[src/rtl/mem_arb_pkg.sv]
// Shared types and widths for the unified instruction/data memory arbiter.
package mem_arb_pkg;

  localparam int WORD_W = 32;
  localparam int ADDR_W = 30;
  localparam int STRB_W = 4;

  // Who owns the read response returned in the cycle after a grant.
  typedef enum logic [2:0] {
    NONE,
    RESP_IF,
    RESP_D,
    RESP_ERR_IF,
    RESP_ERR_D
  } owner_t;

  // An address is in range when every bit above the memory index is zero.
  function automatic logic addr_in_range(input logic [ADDR_W-1:0] addr, input int idx_w);
    return (addr >> idx_w) == '0;
  endfunction

endpackage

[src/rtl/mem_arb_resp_track.sv]
// Response owner register: remembers which port a granted read belongs to
// and steers the memory read data (or zero for an out-of-range read) to it.
module mem_arb_resp_track
  import mem_arb_pkg::*;
(
  input  logic              clk,
  input  logic              reset,
  input  logic              if_rd,
  input  logic              d_rd,
  input  logic              oor,
  input  logic [WORD_W-1:0] mem_read_data,
  output logic              if_rvalid,
  output logic [WORD_W-1:0] if_rdata,
  output logic              d_rvalid,
  output logic [WORD_W-1:0] d_rdata
);

  owner_t state_reg, state_next;

  // Owner register; reset drops any pending response.
  always_ff @(posedge clk or posedge reset) begin
    if (reset) begin
      state_reg <= NONE;
    end else begin
      state_reg <= state_next;
    end
  end

  // Next owner comes only from this cycle's read grant.
  always_comb begin
    state_next = NONE;
    if (d_rd) begin
      state_next = oor ? RESP_ERR_D : RESP_D;
    end else if (if_rd) begin
      state_next = oor ? RESP_ERR_IF : RESP_IF;
    end
  end

  // Return data to the owner; error responses carry zero data.
  always_comb begin
    if_rvalid = 1'b0;
    if_rdata  = '0;
    d_rvalid  = 1'b0;
    d_rdata   = '0;
    case (state_reg)
      RESP_IF: begin
        if_rvalid = 1'b1;
        if_rdata  = mem_read_data;
      end
      RESP_ERR_IF: if_rvalid = 1'b1;
      RESP_D: begin
        d_rvalid = 1'b1;
        d_rdata  = mem_read_data;
      end
      RESP_ERR_D: d_rvalid = 1'b1;
      default: ;
    endcase
  end

endmodule

[src/rtl/mem_arbiter.sv]
// Arbitrates the fetch and data ports onto one single-port word memory.
// Data has priority; optional macro MEM_ARB_STARVE_GUARD_EN lets fetch win
// one contended cycle after STARVE_LIMIT consecutive data grants.
module mem_arbiter
  import mem_arb_pkg::*;
#(
  parameter int DEPTH        = 4096,
  parameter int STARVE_LIMIT = 4
) (
  input  logic              clk,
  input  logic              reset,
  input  logic              hold,
  input  logic              if_req,
  input  logic [ADDR_W-1:0] if_addr,
  output logic              if_gnt,
  output logic              if_rvalid,
  output logic [WORD_W-1:0] if_rdata,
  input  logic              d_req,
  input  logic              d_we,
  input  logic [ADDR_W-1:0] d_addr,
  input  logic [WORD_W-1:0] d_wdata,
  input  logic [STRB_W-1:0] d_wstrb,
  output logic              d_gnt,
  output logic              d_rvalid,
  output logic [WORD_W-1:0] d_rdata,
  output logic              d_wdone,
  output logic              err,
  output logic              mem_read_ready,
  output logic              mem_write_ready,
  output logic [ADDR_W-1:0] mem_read_address,
  output logic [ADDR_W-1:0] mem_write_address,
  output logic [WORD_W-1:0] mem_write_data,
  output logic [STRB_W-1:0] mem_write_byte,
  input  logic [WORD_W-1:0] mem_read_data
);

  localparam int IDX_W = $clog2(DEPTH);

  logic              if_oor;
  logic              d_oor;
  logic              grant_open;
  logic              fetch_first;
  logic              rd_fire;
  logic              wr_fire;
  logic [ADDR_W-1:0] rd_addr_sel;
  logic [ADDR_W-1:0] rd_addr_reg;
  logic [ADDR_W-1:0] wr_addr_reg;
  logic [WORD_W-1:0] wr_data_reg;
  logic [STRB_W-1:0] wr_strb_reg;

  assign if_oor = !addr_in_range(if_addr, IDX_W);
  assign d_oor  = !addr_in_range(d_addr, IDX_W);

  // Grants are purely combinational; nothing is granted in hold or reset.
  assign grant_open = !hold && !reset;
  assign d_gnt      = grant_open && d_req && !(fetch_first && if_req);
  assign if_gnt     = grant_open && if_req && !d_gnt;

`ifdef MEM_ARB_STARVE_GUARD_EN
  localparam int CNT_W = ($clog2(STARVE_LIMIT + 1) > 3) ? $clog2(STARVE_LIMIT + 1) : 3;

  logic [CNT_W-1:0] starve_cnt_reg, starve_cnt_next;

  assign fetch_first = (starve_cnt_reg >= CNT_W'(STARVE_LIMIT));

  // Count consecutive data grants while fetch is kept waiting.
  always_comb begin
    starve_cnt_next = starve_cnt_reg;
    if (!if_req || if_gnt) begin
      starve_cnt_next = '0;
    end else if (d_gnt && (starve_cnt_reg < CNT_W'(STARVE_LIMIT))) begin
      starve_cnt_next = starve_cnt_reg + CNT_W'(1);
    end
  end

  // Starvation counter register.
  always_ff @(posedge clk or posedge reset) begin
    if (reset) begin
      starve_cnt_reg <= '0;
    end else begin
      starve_cnt_reg <= starve_cnt_next;
    end
  end
`else
  assign fetch_first = 1'b0;
`endif

  // Memory strobes only for in-range accesses; one grant per cycle means a
  // read and a write can never be issued together.
  assign rd_fire     = (if_gnt && !if_oor) || (d_gnt && !d_we && !d_oor);
  assign wr_fire     = d_gnt && d_we && !d_oor;
  assign rd_addr_sel = d_gnt ? d_addr : if_addr;

  assign mem_read_ready    = rd_fire;
  assign mem_write_ready   = wr_fire;
  assign mem_read_address  = rd_fire ? rd_addr_sel : rd_addr_reg;
  assign mem_write_address = wr_fire ? d_addr : wr_addr_reg;
  assign mem_write_data    = wr_fire ? d_wdata : wr_data_reg;
  assign mem_write_byte    = wr_fire ? d_wstrb : wr_strb_reg;

  assign err     = (if_gnt && if_oor) || (d_gnt && d_oor);
  assign d_wdone = d_gnt && d_we;

  // Memory-side address/data hold their last issued value between strobes.
  always_ff @(posedge clk or posedge reset) begin
    if (reset) begin
      rd_addr_reg <= '0;
      wr_addr_reg <= '0;
      wr_data_reg <= '0;
      wr_strb_reg <= '0;
    end else begin
      if (rd_fire) begin
        rd_addr_reg <= rd_addr_sel;
      end
      if (wr_fire) begin
        wr_addr_reg <= d_addr;
        wr_data_reg <= d_wdata;
        wr_strb_reg <= d_wstrb;
      end
    end
  end

  mem_arb_resp_track u_resp_track (
    .clk           (clk),
    .reset         (reset),
    .if_rd         (if_gnt),
    .d_rd          (d_gnt && !d_we),
    .oor           (d_gnt ? d_oor : if_oor),
    .mem_read_data (mem_read_data),
    .if_rvalid     (if_rvalid),
    .if_rdata      (if_rdata),
    .d_rvalid      (d_rvalid),
    .d_rdata       (d_rdata)
  );

endmodule

[config.mk]
export PLATFORM = sky130hd
export DESIGN_NAME = mem_arbiter
export DESIGN_NICKNAME = d
export VERILOG_FILES = /design/src/rtl/mem_arb_pkg.sv /design/src/rtl/mem_arb_resp_track.sv /design/src/rtl/mem_arbiter.sv
export SDC_FILE = /design/constraint.sdc
export NUM_CORES = 1
export LEC_CHECK = 0
export CAP_MARGIN = 40
export CORE_ASPECT_RATIO = 0.6
export CORE_MARGIN = 1.5
export CORE_UTILIZATION = 30
export DETAILED_ROUTE_END_ITERATION = 10
export DONT_BUFFER_PORTS = 1
export GPL_ROUTABILITY_DRIVEN = 0
export PLACE_DENSITY = 0.45
export SLEW_MARGIN = 20
export SYNTH_ARGS = -nofsm -noshare
export SYNTH_HDL_FRONTEND = slang
export SYNTH_SLANG_ARGS = --single-unit
[constraint.sdc]
create_clock -name clk -period 3.4 [get_ports clk]
set_input_delay 0.34 -clock clk [delete_from_list [all_inputs] [get_ports clk]]
set_output_delay 0.34 -clock clk [all_outputs]
set_load 0.005 [all_outputs]
==> impl_metrics.csv <==
group,metric,value,unit
run_status,status,"finished, violations left",
run_status,violations,"negative hold slack",
critical_path,cp_slowest_cell,"or4_4",
clock_tree,cts_tree,"built",
power,p_per_area,476,nW/um2
timing,timing.final.hold_violations,8,
clock_tree,cts_root_buffer,"clkbuf_16",
floorplan,row_count,33,
power,clkPwrFrac,0.449,
timing,rsz0062_at_grt,"no",
logic_synthesis,synth_warnings,0,
placed_design,dpl.hpwl,8320,um
layout,nFillCells,1347,
layout,instances_no_fill,545,
placed_design,pre_cts_slack,0.651,ns
drt,vias,2542,
logic_synthesis,netlist_area,4230,um2
layout,mostFrequentLayoutCells,"dfrtp_1 (99), and2_1 (82), nand2_1 (40)",
power,p_switching,0.492,mW
timing,holdWs,-0.0225,ns
power,p_sw_frac,0.218,
clock_tree,cts_hold_buf,0,
timing,slew-limit-headroom,0.521,
timing,min_period,2.72,ns
critical_path,path_cells,"or4_4 -> nor4_4 -> and2_4 -> buf_12 -> mux2_2",
timing,finClkSkew,0,ns
logic_synthesis,syn_nets,481,
floorplan,core-area,13700,um2
critical_path,arrival,2.38,ns
placed_design,numPortBuffers,0,
timing,setup_ws,0.680,ns
critical_path,startpoint_type,"input pin",
clock_tree,clk_latency,0.34,ns
placed_design,place_inst,530,
timing,setup-violations-final,0,
floorplan,dieArea,14900,um2
drt,wl,11000,um
floorplan,initial_core_util,0.309,
flow_run,maxCapViolations,0,
critical_path,critPathKind,"in -> out",
critical_path,crit_path_max_incr_delay,0.53,ns
placed_design,placed_area,4460,um2
power,p_leak,2.44,nW
timing,worst_pin_slew,0.719,ns
power,pwr-share-seq,0.521,
drt,drc,0,
timing,fin_crit_sh,0.800,
power,peakVddDrop,312,uV
global_route,grt_overflow,0,
drt,drt_iter0_drc,137,
global_route,grt_pass1_vias,2433,
critical_path,cp.required,3.06,ns
drt,via_per_inst,4.66,
logic_synthesis,synth_area_per_cell,12.2,um2
clock_tree,post_cts_resized,0,
floorplan,die_y,95.0,um
logic_synthesis,synth_cells,347,
timing,slew_violations,0,
global_route,antenna_found_initial,0,
power,internal_power,1.77,mW
logic_synthesis,ys_seq_area_frac,0.585,
layout,n_antenna_cell,0,
layout,drive_above_1_share,0.167,
min_path,hold_class,"in -> async",
floorplan,die_w,156,um
clock_tree,clkTransAtPathRegs,0.07,ns
global_route,grt_start_max_net_pins,55,
critical_path,cp_max_fo,33,
timing,fmax,368,MHz
drt,drtAntennaViolNets,0,
layout,largest_reg_flops,32,
timing,final.setup.tns,0,ns
layout,synthToLayoutAreaGrowth,12.3,%
logic_synthesis,netlist-cell-type-count,26,
layout,nets,483,
floorplan,ioPinCount,302,
clock_tree,cts_sinks,99,
power,pwr-share-comb,0.030,
critical_path,critPathCaptureType,"primary output",
drt,dr.pass1.iters,4,
clock_tree,cts_made_buffers,9,
global_route,grt.total_usage,0.138,
clock_tree,cts_max_level,3,
drt,wl_per_cell,20.1,um
clock_tree,cts_setup_buffers,0,
layout,fin_area,4750,um2
clock_tree,clockBufferDepth,2,
global_route,grt_pass1_wl,15100,um
logic_synthesis,ys_ff_latch,99,
layout,layout_commonest_cell,"dfrtp_1",
stage by stage:
stage          total power [mW]  hold slack, ns  utilization
2_1_floorplan              1.25           0.410            -
3_3_place_gp               1.27           0.373        0.326
3_5_place_dp               1.27           0.384        0.326
4_1_cts                    2.30         0.00682        0.347
5_1_grt                    2.35          0.0261        0.347
6_report                   2.26         -0.0225        0.347
area by class of cell:
type                       count  area, um2  share of cell area
clock inverter                 5       62.6              0.0132
multi-input combinational    226       1650               0.347
timing repair buffer           9       80.1              0.0168
clock buffer                  10        229              0.0482
sequential                    99       2480               0.521
inverter                       4       17.5             0.00368
tap                          192        240              0.0505
final timing paths:
path,start,to,slack (ns),depth (start not counted)
setup / recovery,d_addr[12],mem_write_data[2],0.68,5
hold / removal,reset,rd_addr_reg[7],-0.02,1
setup reg to reg,wr_data_reg[28],wr_data_reg[28],2.56,1
hold reg to reg,rd_addr_reg[20],rd_addr_reg[20],0.50,1
max in group asynchronous,reset,wr_addr_reg[22],2.60,2
min in group clk,d_we,u_resp_track.state_reg[2],0.08,1
per-layer routing:
layer  track usage  part of all wire  routed length, um  up-vias
li1              -                 -                  -     1136
met1         0.179              0.43               4730     1248
met2         0.187              0.42               4580      151
met3        0.0932              0.15               1600        7
met4        0.0310            0.0050                 55        0
met5             0                 0                  0        -
worst max-delay path, delay by kind of cell:
| kind | cells | cell delay (ns) |
|---|---|---|
| mux | 1 | 0.40 |
| buf+inv | 1 | 0.25 |
| simple gates | 3 | 1.36 |
logic make-up (layout without fill, tap and decap cells):
logic type / Yosys count / in the layout / share of synthesized area
flops: 99 / 99 / 0.585
mux: 60 / 60 / 0.160
simple gates: 163 / 163 / 0.222
xor+xnor: 1 / 1 / 0.00207
buf+inv: 22 / 28 / 0.0284
compound gates: 2 / 2 / 0.00325
Yosys cell counts:
library cell | number | area, um2
and3_1 | 1 | 6.26
nand4_1 | 1 | 6.26
mux2_1 | 30 | 338
buf_4 | 1 | 7.51
buf_2 | 3 | 15.0
nor3b_1 | 1 | 7.51
o21ai_0 | 1 | 5.00
a2bb2oi_1 | 1 | 8.76
mux2_2 | 30 | 338
nor4b_1 | 2 | 17.5
xnor2_1 | 1 | 8.76
or4_1 | 1 | 7.51
inv_1 | 4 | 15.0
clkbuf_1 | 10 | 37.5
nor3_1 | 2 | 10.0
dfrtp_1 | 99 | 2480
nor2_1 | 3 | 11.3
nor4_1 | 6 | 37.5
nand3_1 | 1 | 5.00
and2_1 | 82 | 513
buf_6 | 4 | 45.0
nor2b_1 | 20 | 125
nand2_1 | 40 | 150
and2_4 | 1 | 8.76
or4_4 | 1 | 11.3
nor4_4 | 1 | 21.3
power by group through the flow:
stage / sequential [mW] / combinational, mW / clock [mW]
3_3_place_gp: 1.20 / 0.0707 / 0
3_5_place_dp: 1.20 / 0.0720 / 0
4_1_cts: 1.18 / 0.0720 / 1.05
2_1_floorplan: 1.20 / 0.0509 / 0
6_report: 1.18 / 0.0679 / 1.01
5_1_grt: 1.18 / 0.0795 / 1.09
Note: power is estimated with default switching activity, not from simulation.
==> RTL change, RTL diff (same settings) <==
Add a define of `MEM_ARB_STARVE_GUARD_EN`.
--- a/src/rtl/mem_arbiter.sv
+++ b/src/rtl/mem_arbiter.sv
@@ -3,2 +3,4 @@
 // one contended cycle after STARVE_LIMIT consecutive data grants.
+`define MEM_ARB_STARVE_GUARD_EN
+
 module mem_arbiter
Behaviour: not the same (a bounded check fails within 10 cycles, from zero or initial values and one cycle with reset high).
==> RTL change against the unedited design <==
The flow still finishes with violations (negative hold slack); sequential cell count rose by 3; setup slack got worse by 57 ps; critical path type is now flop to output port; non-clock buffer count fell by 2; synthesized area rose by 4.3%; combinational power rose by 7.8%; count of clock-buffer cells in the layout fell by 1; design area rose by 4.7%; synthesized cell count rose by 3.2%; routed wire length barely moved; global-route usage rose by 0.10 points; power rose by 4.2%; cell count rose by 3.5%.
==> RTL change: results (changes against the unedited design) <==
[setup_path]
worst_path_largest_cell_delay_ps=540
crit_family=simple AND/OR/NAND/NOR gates
slowest_stage=or4b_4
path_class=flop to output port
ff2ff_setup_slack_ps=1180  ; -1380 ps
reg2reg_from=starve_cnt_reg[2]$_DFFE_PP0P_
r2r_end=rd_addr_reg[0]$_DFF_PP0_
worst-r2r-cell-count=5  ; +4
cp_data_arrival_time_ps=2440  ; +60 ps
cp_max_fo=21  ; -36%

[pwr]
ir_worst_vdd_uv=233  ; -25%
p_leak_nw=2.49  ; +1.9%

[global_route]
grt_max_degree=103  ; +87%
grt_usage=0.139  ; +0.00104
antenna_found_initial=2  ; +2
grt_pass1_vias=2609  ; +7.2%
grt_pass1_wl_um=16100  ; +6.8%

[synthesis]
netlist_top_cells_area=dfrtp_1 (58%), mux2_2 (16%), and2_1 (9.2%), nor2b_1 (2.8%), mux2_1 (2.5%)
ys_seq_area_frac=0.578  ; -0.00720
yosysUniqueCellTypes=27  ; +3.8%
synth_common_cells=dfrtp_1 (102), and2_1 (65), mux2_2 (62)
async_flop_share=1.00  ; unchanged
synth.net_count=493  ; +2.5%
ys_warn_count=0  ; unchanged

[placement]
post_dp_cell_area_mm2=0.00466  ; +4.5%
portBuffers=0  ; unchanged
dp_hpwl_um=8320  ; about the same

[timing]
hold_ws_ps=-19.6  ; +2.88 ps
finClkSkew_ps=5.75  ; +5.75 ps
timing_worst_slew_pin_value_ps=538  ; -181 ps
hold_violations=2  ; -6

[route]
finalWirelength_um=11000  ; about the same
drtIter0Drc=111  ; -19%
firstDrtPassIters=5  ; +1
post_drt_via_cell_ratio=4.66  ; about the same

[status]
status=complete, but fails checks
failed_checks=negative hold slack

[cells_and_area]
largest_reg_flops=32  ; unchanged
layout-drive-gt1-share=0.250  ; +0.0829

[clock_tree]
cts_setup_buffers=0  ; unchanged
cts_buffers=9  ; unchanged
cts_buffer_depth=2  ; unchanged
worst_skew_pair.late_latency_ps=340  ; about the same
htree_levels=3  ; unchanged
path_clk_slew_ps=70  ; about the same
cts_resized=0  ; unchanged
root_buffer=clkbuf_16

[min_path]
hold_class=input pin to asynchronous set/reset pin

## RTL change: cell count changes after synthesis, sizes merged, moves of 3 or more
| cell | before | now |
|---|---|---|
| nor2 | 3 | 24 |
| and2 | 83 | 65 |
| o21ai | 1 | 7 |
| dfrtp | 99 | 102 |
| inv | 4 | 23 |
| mux2 | 60 | 72 |
| nand2 | 40 | 4 |
## RTL change: how the worst max path moves through the flow
stage	to	slack, ps	cells after the start
floorplan	rd_addr_reg[0]$_DFF_PP0_	380	1
global placement	mem_read_address[1]	800	5
detailed placement	mem_read_address[1]	790	5
CTS	mem_read_address[1]	590	5
global route	mem_read_address[0]	500	5
finish	mem_read_address[0]	620	5
## RTL change: routing by layer
metal	global-route usage	up-vias	part of all wire
met5	0	-	0.0011
met3	0.0948	8	0.15
met2	0.157	160	0.38
met1	0.204	1290	0.46
met4	0.0363	2	0.0099
li1	-	1170	-
## RTL change: kinds of logic after synthesis
family	count (synthesis)	share of synthesized area
compound gates	11	0.0195
xor+xnor	1	0.00198
fa+ha+maj	1	0.00283
buf+inv	40	0.0414
flops	102	0.578
mux	72	0.184
simple gates	131	0.173
## RTL change: power breakdown
part | internal (mW) | switching [mW] | leakage, nW
combinational | 0.0260 | 0.0472 | 1.01
clock | 0.589 | 0.479 | 0.151
sequential | 1.21 | 0.00140 | 1.33
total | 1.83 | 0.528 | 2.49
## RTL change: metrics by stage
step           cells  setup WS, ps
2_1_floorplan    358           385
3_3_place_gp     546           799
3_5_place_dp     546           791
4_1_cts          562           592
5_1_grt          562           501
6_report         564           623
## RTL change: cell type report
cell class	count	area, um^2
inverters	23	88.8
repair buffers	7	77.6
flip-flops and latches	102	2550
clock inverters	7	86.3
diodes	2	5.00
multi-input cells	216	1700
clock buffers	9	225
well taps	198	248
fillers	1418	9440
